## config.mk

```make
export PLATFORM = sky130hd
export DESIGN_NAME = vin_cfa_sequencer
export DESIGN_NICKNAME = d
export VERILOG_FILES = /design/src/rtl/vin_cfa_sequencer.sv
export SDC_FILE = /design/constraint.sdc
export NUM_CORES = 1
export LEC_CHECK = 0
export ABC_CLOCK_PERIOD_IN_PS = 3000
export CORE_MARGIN = 2
export CORE_UTILIZATION = 48
export DETAILED_ROUTE_END_ITERATION = 6
export HOLD_SLACK_MARGIN = 0.15
export PLACE_DENSITY = 0.9
export SLEW_MARGIN = 0
export SYNTH_ARGS = -nofsm -noshare
export SYNTH_HDL_FRONTEND = slang
export SYNTH_SLANG_ARGS = --single-unit
```

## constraint.sdc

```tcl
create_clock -name clk -period 3 [get_ports clk]
set_input_delay 0.45 -clock clk [delete_from_list [all_inputs] [get_ports clk]]
set_output_delay 0.45 -clock clk [all_outputs]
set_load 0.05 [all_outputs]
```

## src/rtl/vin_cfa_sequencer.sv

```systemverilog
// Input colour mixer sequencer: sync tracking, CFA phase counters, channel selects and
// frame-aligned mode switching. Optional statistics are built when VIN_CFA_SEQ_STATS_EN is defined.
//
//   state   | meaning
//   --------+-------------------------------------------------------------
//   WAIT_VS | no frame start seen since reset; selects forced to luma (3)
//   SYNCED  | frame start seen, waiting for the first valid beat
//   ACTIVE  | valid beats flowing within a synced frame
module vin_cfa_sequencer #(
  parameter int LINE_PAIRS = 800,
  parameter int FCNT_W     = 16
) (
  input  logic              clk,
  input  logic              rst,
  input  logic              in_vsync,
  input  logic              in_hsync,
  input  logic              in_valid,
  input  logic [1:0]        cfg_mode,
  input  logic              cfg_req,
  output logic              cfg_ack,
  output logic [1:0]        mode_active,
  output logic [1:0]        sel_even,
  output logic [1:0]        sel_odd,
  output logic              sel_valid,
  output logic [FCNT_W-1:0] stat_frames,
  output logic              stat_line_err
);

  typedef enum logic [1:0] {WAIT_VS = 2'd0, SYNCED = 2'd1, ACTIVE = 2'd2} state_t;

  state_t     state, state_d;
  logic       hs_last, vs_last;
  logic       hs_rise, vs_rise;
  logic [1:0] cx, cy;
  logic       first_line;
  logic [1:0] pend_mode;
  logic       pend_v;
  logic [1:0] sel_even_d, sel_odd_d;

  function automatic logic [1:0] inc3(input logic [1:0] v);
    return (v == 2'd2) ? 2'd0 : v + 2'd1;
  endfunction

  assign hs_rise = in_hsync & ~hs_last;
  assign vs_rise = in_vsync & ~vs_last;

  always_ff @(posedge clk or posedge rst) begin
    if (rst) begin
      hs_last <= 1'b0;
      vs_last <= 1'b0;
    end else begin
      hs_last <= in_hsync;
      vs_last <= in_vsync;
    end
  end

  always_ff @(posedge clk or posedge rst) begin
    if (rst) state <= WAIT_VS;
    else     state <= state_d;
  end

  always_comb begin
    state_d = state;
    case (state)
      WAIT_VS: if (hs_rise && in_vsync) state_d = SYNCED;
      SYNCED:  if (in_valid)            state_d = ACTIVE;
      ACTIVE:  if (hs_rise && in_vsync) state_d = SYNCED;
      default:                          state_d = WAIT_VS;
    endcase
  end

  // A sync edge owns the cycle: a valid beat coinciding with hs_rise does not advance cx.
  always_ff @(posedge clk or posedge rst) begin
    if (rst) begin
      cx         <= 2'd0;
      cy         <= 2'd1;
      first_line <= 1'b1;
    end else if (hs_rise) begin
      if (in_vsync) begin
        cx         <= 2'd0;
        cy         <= 2'd1;
        first_line <= 1'b1;
      end else if (!first_line) begin
        cx <= cy;
        cy <= inc3(cy);
      end
    end else if (in_valid) begin
      first_line <= 1'b0;
      cx         <= inc3(cx);
    end
  end

  always_comb begin
    sel_even_d = 2'd3;
    sel_odd_d  = 2'd3;
    if (state != WAIT_VS) begin
      case (mode_active)
        2'd1: begin
          case (cx)
            2'd0:    begin sel_even_d = 2'd0; sel_odd_d = 2'd2; end
            2'd1:    begin sel_even_d = 2'd1; sel_odd_d = 2'd0; end
            default: begin sel_even_d = 2'd2; sel_odd_d = 2'd1; end
          endcase
        end
        2'd2: begin
          case (cx)
            2'd0:    begin sel_even_d = 2'd2; sel_odd_d = 2'd0; end
            2'd1:    begin sel_even_d = 2'd1; sel_odd_d = 2'd2; end
            default: begin sel_even_d = 2'd0; sel_odd_d = 2'd1; end
          endcase
        end
        default: begin
          sel_even_d = 2'd3;
          sel_odd_d  = 2'd3;
        end
      endcase
    end
  end

  always_ff @(posedge clk or posedge rst) begin
    if (rst) begin
      sel_even  <= 2'd3;
      sel_odd   <= 2'd3;
      sel_valid <= 1'b0;
    end else begin
      sel_valid <= in_valid;
      if (in_valid) begin
        sel_even <= sel_even_d;
        sel_odd  <= sel_odd_d;
      end
    end
  end

  // A request arriving on the vsync edge itself bypasses the pending register.
  always_ff @(posedge clk or posedge rst) begin
    if (rst) begin
      mode_active <= 2'd0;
      pend_mode   <= 2'd0;
      pend_v      <= 1'b0;
      cfg_ack     <= 1'b0;
    end else begin
      cfg_ack <= 1'b0;
      if (vs_rise && (cfg_req || pend_v)) begin
        mode_active <= cfg_req ? cfg_mode : pend_mode;
        pend_v      <= 1'b0;
        cfg_ack     <= 1'b1;
      end else if (cfg_req) begin
        pend_mode <= cfg_mode;
        pend_v    <= 1'b1;
      end
    end
  end

`ifdef VIN_CFA_SEQ_STATS_EN
  localparam int LCNT_W = $clog2(LINE_PAIRS + 1) + 1;

  logic [LCNT_W-1:0] line_cnt;

  // Line counter saturates so an overlong line can never alias back to LINE_PAIRS.
  always_ff @(posedge clk or posedge rst) begin
    if (rst) begin
      stat_frames   <= '0;
      stat_line_err <= 1'b0;
      line_cnt      <= '0;
    end else begin
      if (vs_rise) stat_frames <= stat_frames + FCNT_W'(1);
      if (hs_rise) begin
        if (!first_line && line_cnt != LCNT_W'(LINE_PAIRS)) stat_line_err <= 1'b1;
        line_cnt <= '0;
      end else if (in_valid && line_cnt != '1) begin
        line_cnt <= line_cnt + LCNT_W'(1);
      end
    end
  end
`else
  assign stat_frames   = '0;
  assign stat_line_err = 1'b0;
`endif

endmodule
```

* After elaboration in Yosys (flattened, before gate mapping)
Cells that the tools add are included.
Storage, ports and cells: flip-flop bits (word level) 20, logic and storage cells 70
Cells by class: add/subtract/negate cells 2, eq/ne operators 12, multiplexer cells 26, bitwise operators 4, reduce and logical (&&, ||, !) cells 13
Operator list (number):
- one-hot mux 2 bit (2 select lines) | 7
- two-way mux 2 bit | 13
- equality test 2 bit, second input constant | 4
- AND reduction 2 bit | 4
- equality test 2 x 1 -> 1 bit, second input constant | 3
- two-way mux 1 bit | 6
- inequality test 2 bit, second input constant | 3
- nonzero test 2 bit | 3
- adder 2 x 1 -> 2 bit, second input constant | 2
- zero test 2 bit | 2
- inequality test 3 bit, second input constant | 1
- AND 1 bit | 2
- logical AND 1 bit | 2
- inequality test 2 x 1 -> 1 bit, second input constant | 1
- inverter 1 bit | 2
- OR reduction 2 bit | 1
- logical OR 1 bit | 1

* Logic depth before layout (Yosys ltp)
Gate-level depths: netlist of the first run.
depth after elaboration 5, mapped depth 5, gate-level depth less buffers 5

* Worst setup path after synthesis of the first run
Ideal clock, no wire load.
path type reg-to-reg, from register mode_active[0], to register sel_even[1], library setup time 0.086 ns, arrival time 1.507 ns, setup slack 1.408 ns, cell stages (with the launch flop) 6, buffers on the path 0, period minus slack after synthesis 1.592 ns, path through dfrtp_1 > inv_1 > ha_1 > o21bai_1 > a221oi_1 > a21oi_1
On the way: longest elaborated chain between the ends 3
RTL lines:
- start, declared | RTL line 21 | output logic [1:0] mode_active,
- start signal, assigned | RTL line 144 | mode_active <= cfg_req ? cfg_mode : pend_mode;
- equality test 2 bit / equality test 2 x 1 -> 1 bit (equally long branches) | RTL line 97 | case (mode_active)
- one-hot mux 2 bit (2 select lines) (*) | RTL line 97
- two-way mux 2 bit (*) | RTL line 96 | if (state != WAIT_VS) begin
- end signal, assigned | RTL line 128 | sel_even <= sel_even_d;
- end, declared | RTL line 22 | output logic [1:0] sel_even,
Mark *: on every way between the ends. The rest lies on a longest branch, timed or not. A chain may end at the register's enable or synchronous reset.

* Worst setup path in the final report of the first run
from register sel_even[1], to output sel_even[1]
No word-level cell between the ends.

==> results of run 1 <==
## registers in the layout, indices dropped and copies added (netlist names)
name,count
first_line,1
cx,2
sel_even,2
state,2
pend_v,1
sel_odd,2
mode_active,2
cfg_ack,1
pend_mode,2
hs_last,1
vs_last,1
sel_valid,1
cy,2
## synth_stat cells
master and count:
buf_4 17, dfrtp_1 14, a21oi_1 9, nor2_1 8, dfstp_2 6, inv_1 5, mux2i_1 5, nand2_1 4
mux2_1 3, nand2b_1 3, ha_1 2, nor2b_1 2, nor3b_1 2, o21ai_0 2, a221oi_1 1, a22o_1 1
a22oi_1 1, a31o_1 1, a32o_1 1, buf_2 1, conb_1 1, mux2_4 1, mux2i_2 1, nor2b_4 1
nor3_1 1, o21ai_1 1, o21bai_1 1, or2_1 1, or3_1 1
## how the worst max path moves through the flow
stage / start / to / slack, ns
after global routing: sel_even[1] / sel_even[1] / 0.87
after CTS: sel_even[1] / sel_even[1] / 0.90
after detailed placement: in_hsync / cx[0] / 1.07
final: sel_even[1] / sel_even[1] / 0.91
after global placement: in_hsync / cx[0] / 1.12
after floorplan: mode_active[0] / sel_even[1] / 1.41
## kinds of logic (layout without fill, tap and decap cells)
family	Yosys count	in the layout
buf+inv	23	24
mux	10	10
fa+ha+maj	2	2
flops	20	20
compound gates	18	18
other cells	1	17
simple gates	23	23
## report_power, final
part           leakage (nW)  internal, mW  switching [mW]  total [mW]
clock network        0.0150        0.0519          0.0773       0.129
registers             0.234         0.338          0.0438       0.382
logic                 0.286         0.123           0.227       0.349
## layer usage
| layer | up-vias | track usage (%) |
|---|---|---|
| li1 | 329 | - |
| met3 | 5 | 1.79 |
| met2 | 21 | 23.9 |
| met4 | 0 | 9.46 |
| met1 | 313 | 14.6 |
| met5 | - | 0 |
## per-stage QoR
step / area, um^2 / cells / hold WS (ns)
floorplan: 1090 / 113 / 0.409
global placement: 1150 / 137 / 0.463
detailed placement: 1150 / 137 / 0.479
CTS: 1170 / 141 / 0.495
global route: 1170 / 141 / 0.502
finish: 1170 / 141 / 0.492
## placed cells by master, fill, tap and decap left out
| cell type | instances |
|---|---|
| conb_1 | 17 |
| clkdlybuf4s50_1 | 15 |
| dfrtp_1 | 14 |
| a21oi_1 | 9 |
| nor2_1 | 8 |
| dfstp_2 | 6 |
| inv_1 | 5 |
| mux2i_1 | 5 |
| nand2_1 | 4 |
| nand2b_1 | 3 |
| mux2_1 | 3 |
| clkbuf_4 | 3 |
| nor3b_1 | 2 |
| nor2b_1 | 2 |
| o21ai_0 | 2 |
| ha_1 | 2 |
| o21bai_1 | 1 |
| a221oi_1 | 1 |
| nor2b_4 | 1 |
| a32o_1 | 1 |
| a22oi_1 | 1 |
| mux2i_2 | 1 |
| a31o_1 | 1 |
| nor3_1 | 1 |
| a22o_1 | 1 |
| mux2_4 | 1 |
| or2_1 | 1 |
| or3_1 | 1 |
| o21ai_1 | 1 |
| clkbuf_1 | 1 |
## area by class of cell
cell class / instances / share of cell area, %
timing repair buffer: 15 / 12.8
sequential: 20 / 43.3
clock buffer: 4 / 2.24
inverter: 5 / 1.60
multi-input combinational: 70 / 37.1
tap: 27 / 2.88
==> flow_metrics.tcl, run 1 <==
set metrics [dict create \
    outcome "complete, no violations" \
    synthDistinctLibCells 29 \
    area_growth_pct 13.3 \
    syn-cell-area_um2 1030 \
    routabilityCongestion 0.774 \
    min_path_type "register to register" \
    worst_slack_ns 0.912 \
    synth_seq_cells 20 \
    worst_skew_pair.late_latency_ns 0.30 \
    start_util_pct 51.7 \
    crit_cells 1 \
    maxCapViolations 0 \
    antenna_found_initial 0 \
    gr-usage-all-layers_pct 13.4 \
    dr_wl_met3_um 78 \
    slowest_delay_ns 0.79 \
    clk_pin_slew_ns 0.10 \
    ant_nets 0 \
    port_buffers 15 \
    setup_violations 0 \
    vias 668 \
    yosys.area_share.xor_xnor_pct 0 \
    p_per_area_nw_per_um2 734 \
    wl_met1_um 643 \
    rsz0062_at_grt "false" \
    crit_path_start_kind "register" \
    seq_area_um2 508 \
    finClkSkew_ns 0.00846 \
    r2r_end "sel_even[1]" \
    report.final.slew_viol_count 0 \
    required_ns 2.55 \
    clk_path_buf_depth 2 \
    firstDrtPassIters 3 \
    fin_util_pct 58.6 \
    first_global_vias 632 \
    root_buffer "clkbuf_4" \
    ctsResizeCount 0 \
    layout.nets 125 \
    top_layer "met4" \
    synth_top_area_cell "dfrtp_1" \
    syn_inst 97 \
    fill_cells 171 \
    diodes 0 \
    yosys.area_share.simple_pct 11.9 \
    grt_overflow 0 \
    slowest_stage "clkdlybuf4s50_1" \
    ctsHoldBuffers 0 \
    cp_top_family "buffers and inverters" \
    first_iter_violations 15 \
    fmax_ghz 0.479 \
    die_y_um 50.4 \
    synthMuxAreaShare_pct 10.9 \
    synth_top_family_by_area "buffers and inverters" \
    synthAdderAreaFrac_pct 2.42 \
    crit_chain "clkdlybuf4s50_1" \
    crit_type "register to output pin" \
    cp_max_fo 2 \
    min_period_ns 2.09 \
    hold_end "sel_even[0]" \
    worst_pin_slew_ns 0.706 \
    wire_per_inst_um 11.2 \
    die_w_um 50.4 \
    core_um2 2000 \
    drive_above_1_share_pct 10.5 \
    yosys.area.top_type_share_pct 33.9 \
    fin_tns_setup_ns 0 \
    hold_viol_final 0 \
    synth_seq_area_share_pct 49.1 \
    wl_met2_um 816 \
    grt_pass1_wl_um 2530 \
    synth.avg_cell_area_um2 10.7 \
    cts_buffers 3 \
    critPathBufInv 1 \
    leakagePower_nw 0.535 \
    cts.sinks 20 \
    io-pin-count 33 \
    max-vdd-ir-drop_v 0.000414 \
    place_hpwl_um 1270 \
    grt_start_max_net_pins 21 \
    drc_errors 0 \
    via_per_inst 4.74 \
    cts_tree "yes" \
    pre_cts_slack_ns 1.07 \
    rrSetupSlack_ns 1.58 \
    setup.worst_path.end_class "output pin" \
    period_share_pct 69.6 \
    multi_input_area_um2 435 \
    hold_start "sel_even[0]" \
    yosysWarnings 0 \
    synth_compound_area_share_pct 10.8 \
    total_power_mw 0.860 \
    slew_headroom_pct 52.9 \
    post_cts_buffers 0 \
    rr_worst_depth 5 \
    crit_arrival_ns 1.64 \
    synth_area_leaders "dfrtp_1 34%, dfstp_2 15%, buf_4 12%, mux2i_1 4.8%, a21oi_1 4.4%" \
    die_area_um2 2540 \
    holdPathStages 2 \
    worstReg2RegStart "mode_active[0]" \
    num_rows 16 \
    wl_um 1580 \
    cts_max_level 1 \
]
Note: power is estimated with default switching activity, not from simulation.
==> run 2, diff against run 1 <==
--- a/config.mk
+++ b/config.mk
@@ -5,12 +5,13 @@
 export SDC_FILE = /design/constraint.sdc
 export NUM_CORES = 1
 export LEC_CHECK = 0
-export ABC_CLOCK_PERIOD_IN_PS = 3000
+export ABC_CLOCK_PERIOD_IN_PS = 2100
+export CORE_ASPECT_RATIO = 0.6
 export CORE_MARGIN = 2
-export CORE_UTILIZATION = 48
+export CORE_UTILIZATION = 45
 export DETAILED_ROUTE_END_ITERATION = 6
 export HOLD_SLACK_MARGIN = 0.15
-export PLACE_DENSITY = 0.9
+export PLACE_DENSITY = 0.85
 export SLEW_MARGIN = 0
 export SYNTH_ARGS = -nofsm -noshare
 export SYNTH_HDL_FRONTEND = slang
==> constraint.sdc (replaced) <==
create_clock -name clk -period 2.1 [get_ports clk]
set_input_delay 0.315 -clock clk [delete_from_list [all_inputs] [get_ports clk]]
set_output_delay 0.315 -clock clk [all_outputs]
set_load 0.05 [all_outputs]
==> run 2 against run 1 <==
Power up 55%. First-iteration DRC count shrank 20%. Routed wire length grew 12%. Global-route usage is 2.1 points higher. Largest power group unchanged.
==> flow_metrics.tcl, run 2 (same netlist as run 1, synthesis figures left out) <==
set metrics [dict create \
    outcome "complete, no violations" \
    antenna_found_initial 0 \
    firstDrtPassIters 4 \
    first_global_vias 594 \
    seq_area_um2 508 \
    grt_start_max_net_pins 21 \
    fin_util_pct 56.0 \
    hold_viol_final 0 \
    wire_per_inst_um 12.2 \
    slowest_stage "clkdlybuf4s50_1" \
    gr-usage-all-layers_pct 15.5 \
    crit_cells 1 \
    diodes 0 \
    cts_buffers 3 \
    start_util_pct 47.8 \
    endpoint "sel_odd[1]" \
    core_um2 2160 \
    crit_path_start "sel_odd[1]" \
    crit_type "register to output pin" \
    min_period_ns 1.90 \
    grt_pass1_wl_um 2830 \
    die_w_um 65.9 \
    layout_common_cells "17 x conb_1, 15 x clkdlybuf4s50_1, 14 x dfrtp_1" \
    fin_tns_setup_ns 0 \
    total_power_mw 1.33 \
    worst_slack_ns 0.200 \
    cts_max_level 1 \
    grt_overflow 0 \
    via_per_inst 4.80 \
    die_y_um 41.1 \
    place_hpwl_um 1380 \
    cts.sinks 20 \
    io-pin-count 33 \
    drc_errors 0 \
    pre_cts_slack_ns 0.307 \
    fmax_ghz 0.526 \
    period_share_pct 90.5 \
    num_rows 13 \
    rr_worst_depth 5 \
    r2r_end "sel_even[1]" \
    cp_max_fo 2 \
    routabilityCongestion 0.787 \
    setup.worst_path.end_class "output pin" \
    first_iter_violations 12 \
    rrSetupSlack_ns 0.74 \
    finClkSkew_ns 0.00515 \
    die_area_um2 2710 \
    report.final.slew_viol_count 0 \
    root_buffer "clkbuf_8" \
    port_buffers 15 \
    min_path_type "primary input to asynchronous set/reset pin" \
    worst_pin_slew_ns 0.725 \
    maxCapViolations 0 \
    clk_path_buf_depth 2 \
    clk_pin_slew_ns 0.07 \
    ctsHoldBuffers 0 \
    slew_headroom_pct 51.6 \
    max-vdd-ir-drop_v 0.000491 \
    cp_top_family "buffers and inverters" \
    critPathBufInv 1 \
    crit_chain "clkdlybuf4s50_1" \
    crit_arrival_ns 1.58 \
    crit_path_start_kind "register" \
    area_growth_pct 17.2 \
    p_per_area_nw_per_um2 1100 \
    drive_above_1_share_pct 12.2 \
    worstReg2RegStart "mode_active[0]" \
    slowest_delay_ns 0.79 \
    vias 696 \
    layout.cells.most_common "conb_1" \
    fill_cells 194 \
    required_ns 1.78 \
    layout.nets 126 \
    post_cts_buffers 0 \
    cts_tree "yes" \
    ctsResizeCount 0 \
    leakagePower_nw 0.554 \
    multi_input_area_um2 435 \
    setup_violations 0 \
    wl_um 1770 \
    worst_skew_pair.late_latency_ns 0.26 \
    rsz0062_at_grt "false" \
    ant_nets 0 \
]
run 2: power breakdown:
| part | leakage, nW | internal (mW) | switching (mW) |
|---|---|---|---|
| clock | 0.0288 | 0.167 | 0.121 |
| combinational | 0.291 | 0.176 | 0.323 |
| sequential | 0.234 | 0.483 | 0.0627 |
| total | 0.554 | 0.827 | 0.506 |
run 2: worst min-delay path by stage:
stage | from | end | cells past startpoint
global placement | state[0] | state[0] | 1
finish | rst | state[0] | 2
global route | sel_odd[0] | sel_odd[0] | 2
CTS | rst | state[0] | 2
detailed placement | sel_even[1] | sel_even[1] | 2
floorplan | rst | cfg_ack | 1
run 2: area by class of cell:
type                            count  area share [%]
Sequential cell                    20            41.9
Multi-Input combinational cell     70            35.9
Timing Repair Buffer               16            13.0
Clock buffer                        4            4.54
Tap cell                           30            3.10
Inverter                            5            1.55
run 2: through the flow:
stage	std cells	hold slack, ns	instance area (um^2)
floorplan	113	0.274	1090
global placement	141	0.467	1160
detailed placement	141	0.482	1160
CTS	145	0.496	1210
global route	145	0.531	1210
finish	145	0.473	1210
run 2: per-layer routing:
layer | vias to the layer above | wire length, um | GRT usage (%)
li1 | 333 | - | -
met1 | 331 | 805 | 17.9
met2 | 28 | 826 | 25.8
met3 | 4 | 106 | 6.59
met4 | 0 | 31 | 7.81
met5 | - | 0 | 0
==> run 3, diff against run 2 <==
--- a/config.mk
+++ b/config.mk
@@ -10,6 +10,7 @@
 export CORE_MARGIN = 2
 export CORE_UTILIZATION = 45
 export DETAILED_ROUTE_END_ITERATION = 6
+export GPL_ROUTABILITY_DRIVEN = 0
 export HOLD_SLACK_MARGIN = 0.15
 export PLACE_DENSITY = 0.85
 export SLEW_MARGIN = 0
==> results of run 3 <==
No change in the layout: final DEF, timing and power equal those of run 2.
